`src/rtl/uart_tx_scheduler_pkg.sv`:
```
`default_nettype none
// ----------------------------------------------------------------------------
// uart_tx_scheduler_pkg : FSM states, UART status bits and register map.
// Revision 1.0 : initial release
// ----------------------------------------------------------------------------

`ifndef UART_DATA
`define UART_DATA    32'h4000_0000
`endif
`ifndef UART_STATUS
`define UART_STATUS  32'h4000_0004
`endif
`ifndef UART_CONTROL
`define UART_CONTROL 32'h4000_0008
`endif
`ifndef UART_BAUD
`define UART_BAUD    32'h4000_000C
`endif

package uart_tx_scheduler_pkg;

  typedef enum logic [2:0] {
    ST_INIT_BAUD = 3'd0,
    ST_INIT_CTRL = 3'd1,
    ST_IDLE      = 3'd2,
    ST_POLL      = 3'd3,
    ST_WRITE     = 3'd4,
    ST_SETTLE    = 3'd5
  } sched_state_e;

  localparam int STATUS_BUSY_BIT  = 2;
  localparam int STATUS_EMPTY_BIT = 1;
  localparam int STATUS_FULL_BIT  = 0;

  // Favour the requester that was not served last when both are pending.
  function automatic logic rr_pick(input logic [1:0] pending, input logic last);
    if (pending[0] && pending[1]) begin
      return ~last;
    end
    return pending[1];
  endfunction

endpackage

`default_nettype wire

```
`src/rtl/uart_sched_fifo.sv`:
```
`default_nettype none
// ----------------------------------------------------------------------------
// uart_sched_fifo : synchronous pointer-based 8-bit FIFO, one per requester.
// Revision 1.0 : initial release
// ----------------------------------------------------------------------------

module uart_sched_fifo
  import uart_tx_scheduler_pkg::*;
#(
  parameter int DEPTH = 4
) (
  input  logic       clk,
  input  logic       rst,
  input  logic       push_i,
  input  logic [7:0] data_i,
  input  logic       pop_i,
  output logic [7:0] data_o,
  output logic       empty_o,
  output logic       full_o
);

  localparam int PTR_W = (DEPTH > 1) ? $clog2(DEPTH) : 1;

  logic [7:0]     mem_q [DEPTH];
  logic [PTR_W:0] wr_ptr_q;
  logic [PTR_W:0] rd_ptr_q;

  // Extra MSB on each pointer distinguishes full from empty.
  assign empty_o = (wr_ptr_q == rd_ptr_q);
  assign full_o  = (wr_ptr_q[PTR_W] != rd_ptr_q[PTR_W]) &&
                   (wr_ptr_q[PTR_W-1:0] == rd_ptr_q[PTR_W-1:0]);
  assign data_o  = mem_q[rd_ptr_q[PTR_W-1:0]];

  always_ff @(posedge clk) begin
    if (rst) begin
      wr_ptr_q <= '0;
      rd_ptr_q <= '0;
    end else begin
      if (push_i && !full_o) begin
        wr_ptr_q <= wr_ptr_q + 1'b1;
      end
      if (pop_i && !empty_o) begin
        rd_ptr_q <= rd_ptr_q + 1'b1;
      end
    end
  end

  always_ff @(posedge clk) begin
    if (push_i && !full_o) begin
      mem_q[wr_ptr_q[PTR_W-1:0]] <= data_i;
    end
  end

endmodule

`default_nettype wire

```
`src/rtl/uart_tx_scheduler.sv`:
```
`default_nettype none
// ----------------------------------------------------------------------------
// uart_tx_scheduler : arbitrates two byte requesters onto a UART register bus.
// Optional per-requester FIFOs enabled by UART_SCHED_FIFO_EN.
// Revision 1.0 : initial release
// ----------------------------------------------------------------------------

module uart_tx_scheduler
  import uart_tx_scheduler_pkg::*;
#(
  parameter logic [15:0] BAUD_DIV      = 16'd434,
  parameter int          SETTLE_CYCLES = 2,
  parameter int          FIFO_DEPTH    = 4
) (
  input  logic        clk,
  input  logic        rst,
  input  logic        req0_valid,
  input  logic [7:0]  req0_data,
  output logic        req0_ready,
  input  logic        req1_valid,
  input  logic [7:0]  req1_data,
  output logic        req1_ready,
  output logic [31:0] uart_addr,
  output logic [31:0] uart_wdata,
  output logic        uart_we,
  output logic        uart_re,
  input  logic [31:0] uart_rdata,
  output logic        sched_busy
);

  logic [1:0] w_req_valid;
  logic [1:0] w_req_ready;
  logic [1:0] w_room;
  logic [1:0] w_push;
  logic [1:0] w_pop;
  logic [1:0] w_pending;
  logic [7:0] w_req_data [2];
  logic [7:0] w_head     [2];

  sched_state_e state_q, state_d;
  logic         grant_q, grant_d;
  logic         last_q,  last_d;
  logic [15:0]  settle_q, settle_d;

  assign w_req_valid   = {req1_valid, req0_valid};
  assign w_req_data[0] = req0_data;
  assign w_req_data[1] = req1_data;
  assign w_req_ready   = w_room & {2{~rst}};
  assign w_push        = w_req_valid & w_req_ready;
  assign req0_ready    = w_req_ready[0];
  assign req1_ready    = w_req_ready[1];

`ifdef UART_SCHED_FIFO_EN
  for (genvar gi = 0; gi < 2; gi++) begin : g_fifo
    logic w_empty;
    logic w_full;

    uart_sched_fifo #(
      .DEPTH (FIFO_DEPTH)
    ) u_fifo (
      .clk     (clk),
      .rst     (rst),
      .push_i  (w_push[gi]),
      .data_i  (w_req_data[gi]),
      .pop_i   (w_pop[gi]),
      .data_o  (w_head[gi]),
      .empty_o (w_empty),
      .full_o  (w_full)
    );

    assign w_pending[gi] = ~w_empty;
    assign w_room[gi]    = ~w_full;
  end
`else
  for (genvar gi = 0; gi < 2; gi++) begin : g_hold
    logic       full_q;
    logic [7:0] data_q;

    // Ready is low while full, so push and pop never coincide.
    always_ff @(posedge clk) begin
      if (rst) begin
        full_q <= 1'b0;
        data_q <= 8'h00;
      end else if (w_push[gi]) begin
        full_q <= 1'b1;
        data_q <= w_req_data[gi];
      end else if (w_pop[gi]) begin
        full_q <= 1'b0;
      end
    end

    assign w_pending[gi] = full_q;
    assign w_room[gi]    = ~full_q;
    assign w_head[gi]    = data_q;
  end
`endif

  always_ff @(posedge clk) begin
    if (rst) begin
      state_q  <= ST_INIT_BAUD;
      grant_q  <= 1'b0;
      last_q   <= 1'b1;
      settle_q <= '0;
    end else begin
      state_q  <= state_d;
      grant_q  <= grant_d;
      last_q   <= last_d;
      settle_q <= settle_d;
    end
  end

  always_comb begin
    state_d    = state_q;
    grant_d    = grant_q;
    last_d     = last_q;
    settle_d   = settle_q;
    w_pop      = 2'b00;
    uart_addr  = 32'h0;
    uart_wdata = 32'h0;
    uart_we    = 1'b0;
    uart_re    = 1'b0;

    unique case (state_q)
      ST_INIT_BAUD: begin
        uart_we    = 1'b1;
        uart_addr  = `UART_BAUD;
        uart_wdata = {16'b0, BAUD_DIV};
        state_d    = ST_INIT_CTRL;
      end
      ST_INIT_CTRL: begin
        uart_we    = 1'b1;
        uart_addr  = `UART_CONTROL;
        uart_wdata = 32'h1;
        state_d    = ST_IDLE;
      end
      ST_IDLE: begin
        if (|w_pending) begin
          grant_d = rr_pick(w_pending, last_q);
          state_d = ST_POLL;
        end
      end
      ST_POLL: begin
        uart_re   = 1'b1;
        uart_addr = `UART_STATUS;
        if (!uart_rdata[STATUS_BUSY_BIT]) begin
          state_d = ST_WRITE;
        end
      end
      ST_WRITE: begin
        uart_we        = 1'b1;
        uart_addr      = `UART_DATA;
        uart_wdata     = {24'b0, w_head[grant_q]};
        w_pop[grant_q] = 1'b1;
        last_d         = grant_q;
        settle_d       = '0;
        state_d        = (SETTLE_CYCLES > 0) ? ST_SETTLE : ST_IDLE;
      end
      ST_SETTLE: begin
        // Gives the UART busy flag time to rise before the next poll.
        if (settle_q >= 16'(SETTLE_CYCLES - 1)) begin
          state_d = ST_IDLE;
        end else begin
          settle_d = settle_q + 16'd1;
        end
      end
      default: begin
        state_d = ST_INIT_BAUD;
      end
    endcase

    if (rst) begin
      w_pop      = 2'b00;
      uart_addr  = 32'h0;
      uart_wdata = 32'h0;
      uart_we    = 1'b0;
      uart_re    = 1'b0;
    end
  end

  assign sched_busy = ~rst & ((state_q != ST_IDLE) | (|w_pending));

  logic w_unused;
  assign w_unused = ^{uart_rdata[31:3], uart_rdata[STATUS_EMPTY_BIT],
                      uart_rdata[STATUS_FULL_BIT], 32'(FIFO_DEPTH)};

endmodule

`default_nettype wire

```
`config.mk`:
```
export PLATFORM = sky130hd
export DESIGN_NAME = uart_tx_scheduler
export DESIGN_NICKNAME = d
export VERILOG_FILES = /design/src/rtl/uart_tx_scheduler_pkg.sv /design/src/rtl/uart_sched_fifo.sv /design/src/rtl/uart_tx_scheduler.sv
export SDC_FILE = /design/constraint.sdc
export NUM_CORES = 1
export LEC_CHECK = 0
export CAP_MARGIN = 20
export CORE_MARGIN = 1
export CORE_UTILIZATION = 35
export DETAILED_ROUTE_END_ITERATION = 8
export PLACE_DENSITY = 0.83
export SYNTH_ARGS = -nofsm -noshare
export SYNTH_HDL_FRONTEND = slang
export SYNTH_HIERARCHICAL = 1
export SYNTH_SLANG_ARGS = --single-unit
```
`constraint.sdc`:
```
create_clock -name clk -period 1.3 [get_ports clk]
set_clock_uncertainty 0.05 [all_clocks]
set_input_delay 0.26 -clock clk [delete_from_list [all_inputs] [get_ports clk]]
set_output_delay 0.26 -clock clk [all_outputs]
set_load 0.005 [all_outputs]
```
Yosys cells after proc, flatten, opt, wreduce, memory -nomap -nowiden
Index checks and enable logic that the tools add are counted.
- bits in registers: 39
- output and inout port bits: 69
- word-level logic and storage cells: 73
- input bits: 52
- bitwise gates (word level): 9
- add/subtract/negate cells: 1
- equal/unequal tests: 10
- mux-type cells: 30
- reduce and logical (&&, ||, !) cells: 11
- order comparisons: 4
- operator list (cell ; number):
    one-hot mux 31 bit (4 select lines) ; 1
    2-to-1 mux 32 bit ; 2
    one-hot mux 16 bit (2 select lines) ; 1
    one-hot mux 9 bit (3 select lines) ; 1
    2-to-1 mux 8 bit ; 3
    one-hot mux 3 bit (6 select lines) ; 1
    adder 16 x 1 -> 16 bit (second input constant) ; 1
    >= comparator 16 x 1 -> 1 bit (second input constant) ; 1
    2-to-1 mux 16 bit ; 1
    2-to-1 mux 1 bit ; 14
    2-to-1 mux 3 bit ; 3
    != test 2 bit (second input constant) ; 4
    == test 3 x 2 -> 1 bit (second input constant) ; 2
    == test 3 bit (second input constant) ; 2
    nonzero test 2 bit ; 3
    AND 2 bit ; 2
    2-to-1 mux 2 bit ; 2
    NOT 1 bit ; 4
    AND reduction 2 bit ; 2
    == test 3 x 1 -> 1 bit (second input constant) ; 1
    logical NOT 3 bit ; 1
    != test 3 x 2 -> 1 bit (second input constant) ; 1
    AND reduction 3 bit ; 1
    OR reduction 3 bit ; 1
    9 further kinds ; 10

Depth between registers and ports, before layout
- depth in word-level cells: 8
- mapped depth: 6
- depth with buffers taken out: 6

Least setup slack after synthesis
No wires, ideal clock.
- path kind: reg-to-output
- start point: reg grant_q
- end point: out uart_wdata[7]
- path slack: -7 ps
- required time: 990 ps
- arrival time: 997 ps
- stages on the path, launching flop included: 4
- path buffers: 1
- cell sequence: dfxtp_1 buf_6 mux2i_1 a2111oi_1
- word-level cells in the longest chain between the ends: 6
- RTL lines (element ; RTL line ; text):
    start: declaration ; uart_tx_scheduler.sv:41 ; logic grant_q, grant_d;
    start signal: assignment ; uart_tx_scheduler.sv:106 ; grant_q <= grant_d;
    NOT 1 -> 2 bit (implied by the code) ; uart_tx_scheduler.sv:152 ; uart_wdata = {24'b0, w_head[grant_q]};
    2-to-1 mux 8 bit (implied by the code) (3 in a row) ; uart_tx_scheduler.sv:152 ;
    one-hot mux 9 bit (3 select lines) ; uart_tx_scheduler.sv:123 ; unique case (state_q)
    2-to-1 mux 32 bit ; uart_tx_scheduler.sv:171 ; if (rst) begin
    end: declaration ; uart_tx_scheduler.sv:24 ; output logic [31:0] uart_wdata,
No other way between the ends. The select of a mux whose other input is x is not followed.

Worst setup path in the final report
- start point: reg grant_q
- end point: out uart_wdata[5]
Same word-level chain as after synthesis.

==> metrics.md <==
| Metric | Value |
|---|---|
| Number of synthesized flops with an enable pin | `0` |
| Seq cells post-synth | `39` |
| Crit end category | `output port` |
| Vias | `2047` |
| Worst-path maximum fanout | `4` |
| Xor/xnor share of the synthesized area | `0` |
| Mean post-synth cell area | `8.41 sq um` |
| Main combinational cell family by area after synthesis | `buffers and inverters` |
| PnR Total Power | `3.82 mW` |
| Leakage power | `1.44 nW` |
| First-pass GRT wire length | `8.38 mm` |
| Top sig layer | `met4` |
| Max Clk Rate | `523 MHz` |
| R2r setup slk | `-0.36 ns` |
| First drt pass iteration count | `4` |
| Post-Syn Area | `2150 sq um` |
| Met3 Wirelength | `453 microns` |
| Cell variety after synth | `38` |
| Layout net count | `404` |
| Vias/cell | `4.82` |
| Fraction of layout cells with a size suffix above 1 | `0.437` |
| WS Path Type | `register to output port` |
| Met2 routed WL | `3.43 mm` |
| Post-Syn Instances | `256` |
| Initial antenna violation count | `0` |
| Die W | `80.4 microns` |
| FFs w/ async S/R, synth | `0` |
| Clock buffer depth | `2` |
| Pwr dens | `1160 nW/um^2` |
| I/O Pins | `121` |
| Vias in the first global route | `1811` |
| Root Driver | `clkbuf_8` |
| CP required | `0.99 ns` |
| Mux contribution to synthesized area | `0.0535` |
| Hpwl dp | `3.45 mm` |
| Hold Path Origin | `rst` |
| Failing checks | `negative setup slack` |
| Share of the synthesized area in the top cell type | `0.363` |
| Post-DR wirelength/cell | `15.9 microns` |
| Crit path from | `grant_q$_SDFFE_PP0P_` |
| Die height | `80.4 microns` |
| Placed cell area | `2590 sq um` |
| Final worst path period need | `1.91 ns` |
| Syn-to-layout area delta | `52.3%` |
| Grt total ovfl | `0` |
| M1 wire length | `2.59 mm` |
| Hold-fix buffers, CTS | `0` |
| Post-route design area | `3280 sq um` |
| Total track usage | `0.173` |
| Max incr delay on CP | `0.36 ns` |
| Yosys warnings | `6` |
| Largest net degree at the start of global routing | `19` |
| Post-route ant nets | `0` |
| Crit Reg-Reg Startpoint | `state_q[2]$_SDFFE_PP0P_` |
| Share of the yosys chip area belonging to registers | `0.363` |
| CP startpoint kind | `register` |
| Initial Utilization | `0.363` |
| Worst-path clk slew | `0.07 ns` |
| CTS Buf Count | `5` |
| Setup-failing EPs final | `36` |
| Max-cap viol count | `0` |
| Fin worst setup slack | `-0.611 ns` |
| Sink Count | `39` |
| Area contributors post-synth | `dfxtp_1 36%, buf_4 18%, nand2_1 7.3%` |
| Inserted Diodes | `0` |
| CTS tree | `built` |
| Skew-Pair Late Insertion Delay | `0.30 ns` |
| Simple-Gate Fraction of Synth Area | `0.212` |
| DIE AREA | `6470 sq um` |
| Area share of fa/ha/maj cells after synthesis | `0.0174` |
| Routability cong. | `0.788` |
| Core box area | `5920 sq um` |
| VDD IR-drop max | `0.829 mV` |
| WL final | `6.77 mm` |
| Crit-path slowest cell | `a2111oi_2` |
| PortBufs | `37` |
| Fin. Hold Viols | `0` |
| Period utilisation layout | `1.47` |
| RSZ-0062 raised after global routing | `yes` |
| Worst path cell trace | `buf_6 -> buf_8 -> mux2i_2 -> a2111oi_2 -> buf_2` |
| Worst Path Arrival | `1.60 ns` |
| H-tree levels | `2` |
| Complex-gate fraction of the synthesized area | `0.117` |
| # rows | `28` |
| DR iter-0 viols | `163` |
| Drc violations | `0` |
| Largest area contributor in the netlist | `dfxtp_1` |
| Hold crit path type | `input pin to register` |
| Status | `complete, but fails checks` |
| Main synth FF type | `dfxtp_1` |
| Final Max Slew Viols | `0` |
## power by group
group / switching (mW) / internal [mW] / total, mW
sequential: 0.0761 / 1.26 / 1.34
combinational: 0.594 / 0.685 / 1.28
clock: 0.435 / 0.767 / 1.20
## worst max-delay path: cells and delay by family, from the launching register on
kind | cells | cell delay, ns
flip-flops | 1 | 0.34
buffers and inverters | 3 | 0.45
AO/OA/AOI/OAI | 1 | 0.36
multiplexers | 1 | 0.15
## Yosys cell counts (2+ instances only)
cell	instances
o21ai_0	4
buf_2	5
nor4_1	2
nor4_2	2
nand2_1	42
buf_6	4
o21a_1	2
and2_1	13
a31oi_1	2
nand3_1	2
nor2_1	12
a21oi_1	22
nand2b_1	2
buf_4	53
nor2b_1	3
buf_1	3
nor3_1	5
a2111oi_2	3
dfxtp_1	39
mux2i_1	10
nand4_1	4
inv_1	3
clkbuf_1	2
ha_1	3
## per-layer routing
layer / vias to the layer above / global-route usage
li1: 933 / -
met1: 961 / 0.204
met2: 126 / 0.292
met3: 27 / 0.0330
met4: 0 / 0.0946
met5: - / 0
## state kept, by name, indices dropped and copies added, names as in the netlist
signal / count
g_hold.data_q: 16
settle_q: 16
state_q: 3
g_hold.full_q: 2
grant_q: 1
last_q: 1
## worst paths after layout
check / endpoint / depth (start not counted)
worst max-delay path: uart_wdata[5] / 5
worst min-delay path: g_hold[1].data_q[5]$_SDFFE_PP0P_ / 3
worst max register to register: settle_q[2]$_SDFFE_PP0P_ / 7
worst min register to register: g_hold[1].data_q[6]$_SDFFE_PP0P_ / 2
## placed cells by master, fill, tap and decap left out, drive strengths merged
cell type / count
a211oi: 1
a2111oi: 5
clkbuf: 8
o21a: 2
clkdlybuf4s50: 19
o21ai: 4
and2: 14
nand2b: 2
nand3: 2
dfxtp: 39
nand2: 42
bufinv: 2
nand4: 4
a22o: 1
a31oi: 2
a22oi: 1
nor2b: 3
nor2: 14
a21o: 1
mux2: 1
a21oi: 22
nor3: 5
buf: 82
mux2i: 10
conb: 52
ha: 3
nor3b: 1
inv: 4
nor4: 4
## logic make-up after synthesis
group,Yosys count
compound gates,39
fa+ha+maj,3
simple gates,91
mux,11
other cells,1
flops,39
buf+inv,72
## repair_timing
| action | 4_1_cts | 5_1_grt |
|---|---|---|
| resized for setup | 110 | 74 |
| setup endpoints to repair | 39 | 39 |
| buffers inserted | 12 | 21 |
| gates cloned | 0 | 2 |
| pin swaps | 10 | 37 |
## cell type report
cell class                 count  area (sq um)
fill                         483          2640
multi-input combinational    196          1280
timing repair buffer         103           953
sequential                    39           797
tap                           75          93.8
clock buffer                   6          72.6
clock inverter                 2          60.1
inverter                       4          20.0
## through the flow
stage | cells | setup slack [ns] | hold slack [ns] | util | setup TNS (ns)
floorplan | 307 | 0.0330 | 0.346 | - | 0
global placement | 387 | -0.961 | 0.393 | 0.438 | -23.33
detailed placement | 387 | -0.972 | 0.396 | 0.438 | -23.67
CTS | 406 | -0.515 | 0.327 | 0.498 | -7.76
global route | 425 | -0.606 | 0.365 | 0.554 | -13.43
finish | 425 | -0.611 | 0.357 | 0.554 | -11.69
Power figures use the tool's default switching activity.
